## config.mk

```make
export PLATFORM = sky130hd
export DESIGN_NAME = fan_tach_monitor
export DESIGN_NICKNAME = d
export VERILOG_FILES = /design/src/rtl/fan_tach_pkg.sv /design/src/rtl/fan_tach_chan.sv /design/src/rtl/fan_tach_monitor.sv
export SDC_FILE = /design/constraint.sdc
export NUM_CORES = 1
export LEC_CHECK = 0
export CORE_ASPECT_RATIO = 0.9
export CORE_MARGIN = 5
export CORE_UTILIZATION = 35
export DETAILED_ROUTE_END_ITERATION = 6
export PLACE_DENSITY = 0.51
export SLEW_MARGIN = 20
export SYNTH_ARGS = -nofsm -noshare
export SYNTH_HDL_FRONTEND = slang
export SYNTH_SLANG_ARGS = --single-unit
```

## constraint.sdc

```tcl
create_clock -name i_sys_aclk -period 4.9 [get_ports i_sys_aclk]
set_input_delay 1.225 -clock i_sys_aclk [delete_from_list [all_inputs] [get_ports i_sys_aclk]]
set_output_delay 1.225 -clock i_sys_aclk [all_outputs]
set_load 0.01 [all_outputs]
```

## src/rtl/fan_tach_pkg.sv

```systemverilog
// Shared defaults and window-sizing helpers for the fan tach monitor.
package fan_tach_pkg;

    localparam int unsigned DEF_CLK_HZ    = 100_000_000;
    localparam int unsigned DEF_WINDOW_MS = 1000;
    localparam int unsigned DEF_CNT_W     = 16;

    typedef logic [DEF_CNT_W-1:0] fan_cnt_t;

    function automatic int unsigned win_cycles(input int unsigned clk_hz,
                                               input int unsigned window_ms);
        return (clk_hz / 1000) * window_ms;
    endfunction

    function automatic int unsigned timer_w(input int unsigned win);
        return (win > 1) ? $clog2(win) : 1;
    endfunction

endpackage

```

## src/rtl/fan_tach_chan.sv

```systemverilog
// One tach channel: synchroniser, run-length deglitch filter, falling-edge strobe,
// saturating live counter and zero-window counter driving stall set/clear requests.
module fan_tach_chan
    import fan_tach_pkg::*;
#(
    parameter int unsigned SYNC_STAGES   = 2,
    parameter int unsigned FILTER_LEN    = 8,
    parameter int unsigned CNT_W         = DEF_CNT_W,
    parameter int unsigned STALL_WINDOWS = 3
) (
    input  logic             i_clk,
    input  logic             i_rst_n,
    input  logic             i_enable,
    input  logic             i_terminal,
    input  logic             i_tach,
    output logic [CNT_W-1:0] o_live_cnt,
    output logic             o_stall_set,
    output logic             o_stall_clr
);

    localparam int unsigned RUN_W = (FILTER_LEN > 1) ? $clog2(FILTER_LEN) : 1;
    localparam int unsigned ZC_W  = $clog2(STALL_WINDOWS + 1);
    localparam logic [CNT_W-1:0] CNT_MAX = '1;

    logic [SYNC_STAGES-1:0] r_sync;
    logic [RUN_W-1:0]       r_run;
    logic                   r_filt;
    logic                   r_strobe;
    logic [CNT_W-1:0]       r_live;
    logic [ZC_W-1:0]        r_zc;
    logic                   w_sync;
    logic                   w_accept;
    logic                   w_zero;
    logic                   w_reach;

    assign w_sync   = r_sync[SYNC_STAGES-1];
    assign w_accept = (w_sync != r_filt) && (r_run == RUN_W'(FILTER_LEN - 1));

    always_ff @(posedge i_clk) begin
        if (!i_rst_n) begin
            r_sync   <= '1;
            r_run    <= '0;
            r_filt   <= 1'b1;
            r_strobe <= 1'b0;
        end else begin
            r_sync   <= {r_sync[SYNC_STAGES-2:0], i_tach};
            r_strobe <= w_accept & ~w_sync;
            if (w_sync == r_filt) begin
                r_run <= '0;
            end else if (w_accept) begin
                r_run  <= '0;
                r_filt <= w_sync;
            end else begin
                r_run <= r_run + RUN_W'(1);
            end
        end
    end

    // A strobe on the terminal cycle seeds the new window instead of the closing one.
    always_ff @(posedge i_clk) begin
        if (!i_rst_n || !i_enable) begin
            r_live <= '0;
        end else if (i_terminal) begin
            r_live <= CNT_W'(r_strobe);
        end else if (r_strobe && (r_live != CNT_MAX)) begin
            r_live <= r_live + CNT_W'(1);
        end
    end

    assign o_live_cnt = r_live;

    assign w_zero  = (r_live == '0);
    assign w_reach = (r_zc >= ZC_W'(STALL_WINDOWS - 1));

    always_ff @(posedge i_clk) begin
        if (!i_rst_n) begin
            r_zc <= '0;
        end else if (i_terminal) begin
            if (!w_zero) begin
                r_zc <= '0;
            end else if (r_zc != ZC_W'(STALL_WINDOWS)) begin
                r_zc <= r_zc + ZC_W'(1);
            end
        end
    end

    // The stall flag itself lives in the top so the irq logic can see its 0->1 edge.
    assign o_stall_set = i_terminal && w_zero && w_reach;
    assign o_stall_clr = i_terminal && !w_zero;

endmodule

```

## src/rtl/fan_tach_monitor.sv

```systemverilog
// Fan tach monitor: per-fan edge counts over a fixed gate window plus stall flags.
// Define FAN_TACH_IRQ_EN to add the sticky stall interrupt (o_irq / i_irq_clr).
module fan_tach_monitor
    import fan_tach_pkg::*;
#(
    parameter int unsigned NUM_FANS      = 6,
    parameter int unsigned CLK_HZ        = DEF_CLK_HZ,
    parameter int unsigned WINDOW_MS     = DEF_WINDOW_MS,
    parameter int unsigned SYNC_STAGES   = 2,
    parameter int unsigned FILTER_LEN    = 8,
    parameter int unsigned CNT_W         = DEF_CNT_W,
    parameter int unsigned STALL_WINDOWS = 3
) (
    input  logic                      i_sys_aclk,
    input  logic                      i_sys_rst_n,
    input  logic                      i_enable,
    input  logic [NUM_FANS-1:0]       i_fan_speed,
    output logic [NUM_FANS*CNT_W-1:0] o_fan_cnt,
    output logic                      o_valid,
    output logic [NUM_FANS-1:0]       o_stall
`ifdef FAN_TACH_IRQ_EN
    ,
    output logic                      o_irq,
    input  logic                      i_irq_clr
`endif
);

    localparam int unsigned WIN   = win_cycles(CLK_HZ, WINDOW_MS);
    localparam int unsigned TMR_W = timer_w(WIN);
    localparam logic [TMR_W-1:0] TMR_LAST = TMR_W'(WIN - 1);

    logic [TMR_W-1:0]          r_timer;
    logic [NUM_FANS*CNT_W-1:0] r_fan_cnt;
    logic                      r_valid;
    logic [NUM_FANS-1:0]       r_stall;
    logic                      w_terminal;
    logic [CNT_W-1:0]          w_live [NUM_FANS];
    logic [NUM_FANS-1:0]       w_stall_set;
    logic [NUM_FANS-1:0]       w_stall_clr;

    assign w_terminal = i_enable && (r_timer == TMR_LAST);

    always_ff @(posedge i_sys_aclk) begin
        if (!i_sys_rst_n || !i_enable || w_terminal) begin
            r_timer <= '0;
        end else begin
            r_timer <= r_timer + TMR_W'(1);
        end
    end

    for (genvar g = 0; g < NUM_FANS; g++) begin : g_chan
        fan_tach_chan #(
            .SYNC_STAGES   (SYNC_STAGES),
            .FILTER_LEN    (FILTER_LEN),
            .CNT_W         (CNT_W),
            .STALL_WINDOWS (STALL_WINDOWS)
        ) u_chan (
            .i_clk       (i_sys_aclk),
            .i_rst_n     (i_sys_rst_n),
            .i_enable    (i_enable),
            .i_terminal  (w_terminal),
            .i_tach      (i_fan_speed[g]),
            .o_live_cnt  (w_live[g]),
            .o_stall_set (w_stall_set[g]),
            .o_stall_clr (w_stall_clr[g])
        );
    end

    always_ff @(posedge i_sys_aclk) begin
        if (!i_sys_rst_n) begin
            r_fan_cnt <= '0;
            r_valid   <= 1'b0;
            r_stall   <= '0;
        end else begin
            r_valid <= w_terminal;
            for (int unsigned n = 0; n < NUM_FANS; n++) begin
                if (w_terminal) begin
                    r_fan_cnt[n*CNT_W +: CNT_W] <= w_live[n];
                end
                if (w_stall_set[n]) begin
                    r_stall[n] <= 1'b1;
                end else if (w_stall_clr[n]) begin
                    r_stall[n] <= 1'b0;
                end
            end
        end
    end

    assign o_fan_cnt = r_fan_cnt;
    assign o_valid   = r_valid;
    assign o_stall   = r_stall;

`ifdef FAN_TACH_IRQ_EN
    logic r_irq;

    always_ff @(posedge i_sys_aclk) begin
        if (!i_sys_rst_n) begin
            r_irq <= 1'b0;
        end else if (|(w_stall_set & ~r_stall)) begin
            r_irq <= 1'b1;
        end else if (i_irq_clr) begin
            r_irq <= 1'b0;
        end
    end

    assign o_irq = r_irq;
`endif

endmodule
```

==> impl_results.html <==
<table>
<tr><th>Metric</th><th>Value</th></tr>
<tr><th colspan="2">Outcome</th></tr>
<tr><td>Status</td><td>completed</td></tr>
<tr><th colspan="2">Floorplanning</th></tr>
<tr><td>Die boundary width</td><td>205 um</td></tr>
<tr><td>Standard-cell rows</td><td>64</td></tr>
<tr><td>Number of primary I/O pins</td><td>112</td></tr>
<tr><td>Die Y</td><td>185 um</td></tr>
<tr><td>CORE AREA</td><td>33900 sq um</td></tr>
<tr><td>Total Die Area</td><td>38000 sq um</td></tr>
<tr><td>Initial core utilization</td><td>35.3%</td></tr>
<tr><th colspan="2">Synth</th></tr>
<tr><td>Mapped Avg Cell Area</td><td>8.59 sq um</td></tr>
<tr><td>Most area-consuming cells after synthesis</td><td>sky130_fd_sc_hd__dfxtp_1, sky130_fd_sc_hd__nand2_1, sky130_fd_sc_hd__xnor2_1, sky130_fd_sc_hd__nor2_1, sky130_fd_sc_hd__a21oi_1</td></tr>
<tr><td>Most used DFF post-synth</td><td>sky130_fd_sc_hd__dfxtp_1</td></tr>
<tr><td>Top-count cell post-synth</td><td>sky130_fd_sc_hd__dfxtp_1</td></tr>
<tr><td>Number of distinct library cells after synthesis</td><td>53</td></tr>
<tr><td>Async set or reset register ratio after synthesis</td><td>0%</td></tr>
<tr><td>Most common library cells after synthesis</td><td>sky130_fd_sc_hd__dfxtp_1, sky130_fd_sc_hd__nand2_1, sky130_fd_sc_hd__nor2_1, sky130_fd_sc_hd__a21oi_1, sky130_fd_sc_hd__xnor2_1</td></tr>
<tr><td>Netlist Area Pre-Place</td><td>12000 sq um</td></tr>
<tr><td>Fraction of post-synthesis cell area in the top cell type by area</td><td>46.8%</td></tr>
<tr><td>Number of warnings issued by yosys</td><td>0</td></tr>
<tr><td>Flip-flop and latch count after synthesis</td><td>280</td></tr>
<tr><td>Nets in the synthesized netlist</td><td>1439</td></tr>
<tr><td>Leading area contributor after synthesis</td><td>sky130_fd_sc_hd__dfxtp_1</td></tr>
<tr><td>Synthesized instance count</td><td>1393</td></tr>
<tr><td>Number of enable flip-flop cells after synthesis</td><td>0</td></tr>
<tr><td>Sequential area share after synthesis</td><td>46.8%</td></tr>
<tr><th colspan="2">Pwr</th></tr>
<tr><td>Cell area power density</td><td>331 nW/um^2</td></tr>
<tr><td>Post-route total power</td><td>4.81 mW</td></tr>
<tr><td>Maximum vdd drop</td><td>289 uV</td></tr>
<tr><td>Leak</td><td>4.82 nW</td></tr>
<tr><th colspan="2">Setup path</th></tr>
<tr><td>Worst reg2reg path startpoint</td><td>r_timer[10]</td></tr>
<tr><td>Crit path DAT</td><td>3.57 ns</td></tr>
<tr><td>Startpoint of the worst setup timing path</td><td>i_enable</td></tr>
<tr><td>Critical Path Start Type</td><td>primary input</td></tr>
<tr><td>Crit end category</td><td>flip-flop</td></tr>
<tr><td>Worst r2r path cells</td><td>6</td></tr>
<tr><td>Cell Chain, Critical Path</td><td>clkdlybuf4s50_1, nand3b_1, nor4_4, and3_4, buf_4, nand2_1, a21oi_1</td></tr>
<tr><td>Worst Path Required</td><td>5.37 ns</td></tr>
<tr><td>Reg2reg end</td><td>o_fan_cnt[90]</td></tr>
<tr><td>Crit path to</td><td>o_fan_cnt[90]</td></tr>
<tr><td>Critical path peak fanout</td><td>69</td></tr>
<tr><td>Slowest-stage cell, CP</td><td>sky130_fd_sc_hd__and3_4</td></tr>
<tr><td>Largest stage delay on the critical path</td><td>0.81 ns</td></tr>
<tr><td>Critical path class</td><td>primary input to flip-flop</td></tr>
<tr><td>Reg-to-reg setup timing slack</td><td>2.08 ns</td></tr>
<tr><th colspan="2">Timing</th></tr>
<tr><td>Setup repair after global routing missed its margin</td><td>no</td></tr>
<tr><td>Crit path time final</td><td>3.10 ns</td></tr>
<tr><td>Slew Limit Headroom</td><td>31.9%</td></tr>
<tr><td>Max Slew Vio Count</td><td>0</td></tr>
<tr><td>Achievable frequency</td><td>0.322 GHz</td></tr>
<tr><td>Part of the cycle the worst path needs</td><td>63.3%</td></tr>
<tr><td>Number of hold violations in the final report</td><td>0</td></tr>
<tr><td>Final setup viols</td><td>0</td></tr>
<tr><td>Post-route clock skew</td><td>0.0106 ns</td></tr>
<tr><td>Post-route setup TNS</td><td>0 ns</td></tr>
<tr><td>Worst Tran Pin Value</td><td>1.01 ns</td></tr>
<tr><th colspan="2">Routing</th></tr>
<tr><td>DRC Markers</td><td>0</td></tr>
<tr><td>Via count</td><td>9591</td></tr>
<tr><td>Detailed-route wire length</td><td>28300 um</td></tr>
<tr><td>Routed wire length per instance</td><td>14.5 um</td></tr>
<tr><td>First DRT Iteration DRCs</td><td>474</td></tr>
<tr><td>Post-detailed-route count of antenna-violating nets</td><td>0</td></tr>
<tr><td>Pre-antenna DRT Iters</td><td>5</td></tr>
<tr><td>Per-cell via count in the routed design</td><td>4.90</td></tr>
<tr><th colspan="2">CTS</th></tr>
<tr><td>Post-cts gate resize count</td><td>0</td></tr>
<tr><td>Clock sink count</td><td>280</td></tr>
<tr><td># hold bufs at CTS</td><td>0</td></tr>
<tr><td>TritonCTS clock tree</td><td>yes</td></tr>
<tr><td>H-tree Lvls</td><td>1</td></tr>
<tr><td>CTS buffer count</td><td>31</td></tr>
<tr><td>Clock slew seen by the registers of the worst setup and hold paths</td><td>0.06 ns</td></tr>
<tr><td>Postcts setup bufs</td><td>0</td></tr>
<tr><td>Worst skew pair latency</td><td>0.55 ns</td></tr>
<tr><td>Deepest clock path buffer count</td><td>3</td></tr>
<tr><td>Root buf cell</td><td>sky130_fd_sc_hd__clkbuf_16</td></tr>
<tr><th colspan="2">Cells and area</th></tr>
<tr><td>Number of nets in the final layout</td><td>1516</td></tr>
<tr><td>Share of post-route cells with drive strength above 1</td><td>6.76%</td></tr>
<tr><td>Area growth from synthesis to layout</td><td>21.4%</td></tr>
<tr><td>Inserted Diodes</td><td>0</td></tr>
<tr><th colspan="2">Global route</th></tr>
<tr><td>Largest net degree at the start of global routing</td><td>76</td></tr>
<tr><td>Total routing usage reported by global routing</td><td>15.1%</td></tr>
<tr><td>Via count of the first global-routing pass</td><td>9378</td></tr>
<tr><td>Number of antenna violations at the first check in global routing</td><td>1</td></tr>
<tr><td>First-pass GRT wire length</td><td>48200 um</td></tr>
<tr><td>GRT Residual Overflow</td><td>0</td></tr>
<tr><th colspan="2">Placement</th></tr>
<tr><td>Count of port buffers added during placement</td><td>111</td></tr>
<tr><td>Detailed placement HPWL</td><td>18500 um</td></tr>
<tr><td>Routability Congestion</td><td>0.773</td></tr>
<tr><th colspan="2">Min path</th></tr>
<tr><td>Classification of the worst-slack hold path</td><td>flip-flop to flip-flop</td></tr>
<tr><th colspan="2">Job</th></tr>
<tr><td>Number of max-cap violations</td><td>0</td></tr>
</table>
==> layout make-up <==
cell class                      instances  area [sq um]
Sequential cell                       280          5610
Multi-Input combinational cell       1000          5900
Timing Repair Buffer                  121          1210
Inverter                               36           138
Fill cell                            3401         19400
Tap cell                              462           578
Clock inverter                         11           164
Clock buffer                           46           932
==> stage by stage <==
step | util [%] | setup WS (ns) | cells | area (sq um) | hold WS (ns)
2_1_floorplan | - | 2.54 | 1393 | 12000 | 0.386
3_3_place_gp | 39.6 | 1.26 | 1899 | 13400 | 0.395
3_5_place_dp | 39.6 | 1.20 | 1899 | 13400 | 0.398
4_1_cts | 42.8 | 1.80 | 1956 | 14500 | 0.412
5_1_grt | 42.9 | 1.62 | 1956 | 14500 | 0.431
6_report | 42.9 | 1.80 | 1956 | 14500 | 0.406
==> registers in the layout, summed over array words and instances (netlist names) <==
name and count:
g_chan.u_chan.o_live_cnt 96, g_chan.u_chan.r_sync 12, g_chan.u_chan.r_zc 12, o_valid 1, g_chan.u_chan.r_strobe 6, o_fan_cnt 96, r_timer 27, o_stall 6
g_chan.u_chan.r_filt 6, g_chan.u_chan.r_run 18
==> worst min-delay path by stage <==
stage	from	cells past startpoint	slack [ns]	endpoint
detailed placement	g_chan[5].u_chan.r_sync[0]	1	0.40	g_chan[5].u_chan.r_sync[1]
floorplan	g_chan[0].u_chan.r_sync[0]	1	0.39	g_chan[0].u_chan.r_sync[1]
global placement	g_chan[5].u_chan.r_sync[0]	1	0.39	g_chan[5].u_chan.r_sync[1]
finish	g_chan[5].u_chan.r_sync[0]	1	0.41	g_chan[5].u_chan.r_sync[1]
CTS	g_chan[5].u_chan.r_sync[0]	1	0.41	g_chan[5].u_chan.r_sync[1]
global route	g_chan[5].u_chan.r_sync[0]	1	0.43	g_chan[5].u_chan.r_sync[1]
==> metal layers <==
| metal | global-route usage, % | vias to the layer above | share of wire (%) |
|---|---|---|---|
| li1 | - | 4950 | - |
| met1 | 21.7 | 4460 | 50 |
| met4 | 3.16 | 0 | 1.7 |
| met5 | 0 | - | 0 |
| met2 | 23.9 | 142 | 44 |
| met3 | 2.73 | 39 | 4.2 |
==> power by group <==
group | internal [mW] | switching [mW] | leakage, nW | total, mW
sequential | 2.28 | 0.00387 | 2.26 | 2.29
clock | 1.52 | 0.932 | 0.542 | 2.45
combinational | 0.0166 | 0.0506 | 2.02 | 0.0672
==> kinds of logic (layout without fill, tap and decap cells) <==
kind of cell / count (synthesis) / in the layout / synth area share (%)
AND/OR/NAND/NOR: 674 / 674 / 27.8
flip-flops: 280 / 280 / 46.8
AO/OA/AOI/OAI: 173 / 173 / 8.64
buffers and inverters: 113 / 214 / 4.16
XOR/XNOR: 102 / 102 / 7.47
multiplexers: 14 / 14 / 1.17
adder cells (fa/ha/maj): 37 / 37 / 3.87
==> critical path: cells and delay by family <==
family | cells | cell delay [ns]
compound gates | 1 | 0.15
simple gates | 4 | 1.31
buf+inv | 2 | 0.86
==> cells in the final DEF, fill, tap and decap left out, types with 21 or more instances in the layout <==
master,instances
sky130_fd_sc_hd__ha_1,37
sky130_fd_sc_hd__nor3_1,41
sky130_fd_sc_hd__a21oi_1,98
sky130_fd_sc_hd__o21ai_0,21
sky130_fd_sc_hd__xor2_1,36
sky130_fd_sc_hd__xnor2_1,66
sky130_fd_sc_hd__clkdlybuf4s50_1,110
sky130_fd_sc_hd__nand3_1,41
sky130_fd_sc_hd__nor4_1,31
sky130_fd_sc_hd__inv_1,35
sky130_fd_sc_hd__clkbuf_16,31
sky130_fd_sc_hd__dfxtp_1,280
sky130_fd_sc_hd__nor2_1,139
sky130_fd_sc_hd__nand4_1,50
sky130_fd_sc_hd__and2_1,22
sky130_fd_sc_hd__nand2_1,236
sky130_fd_sc_hd__and4_1,21
Note: power is estimated with default switching activity, not from simulation.
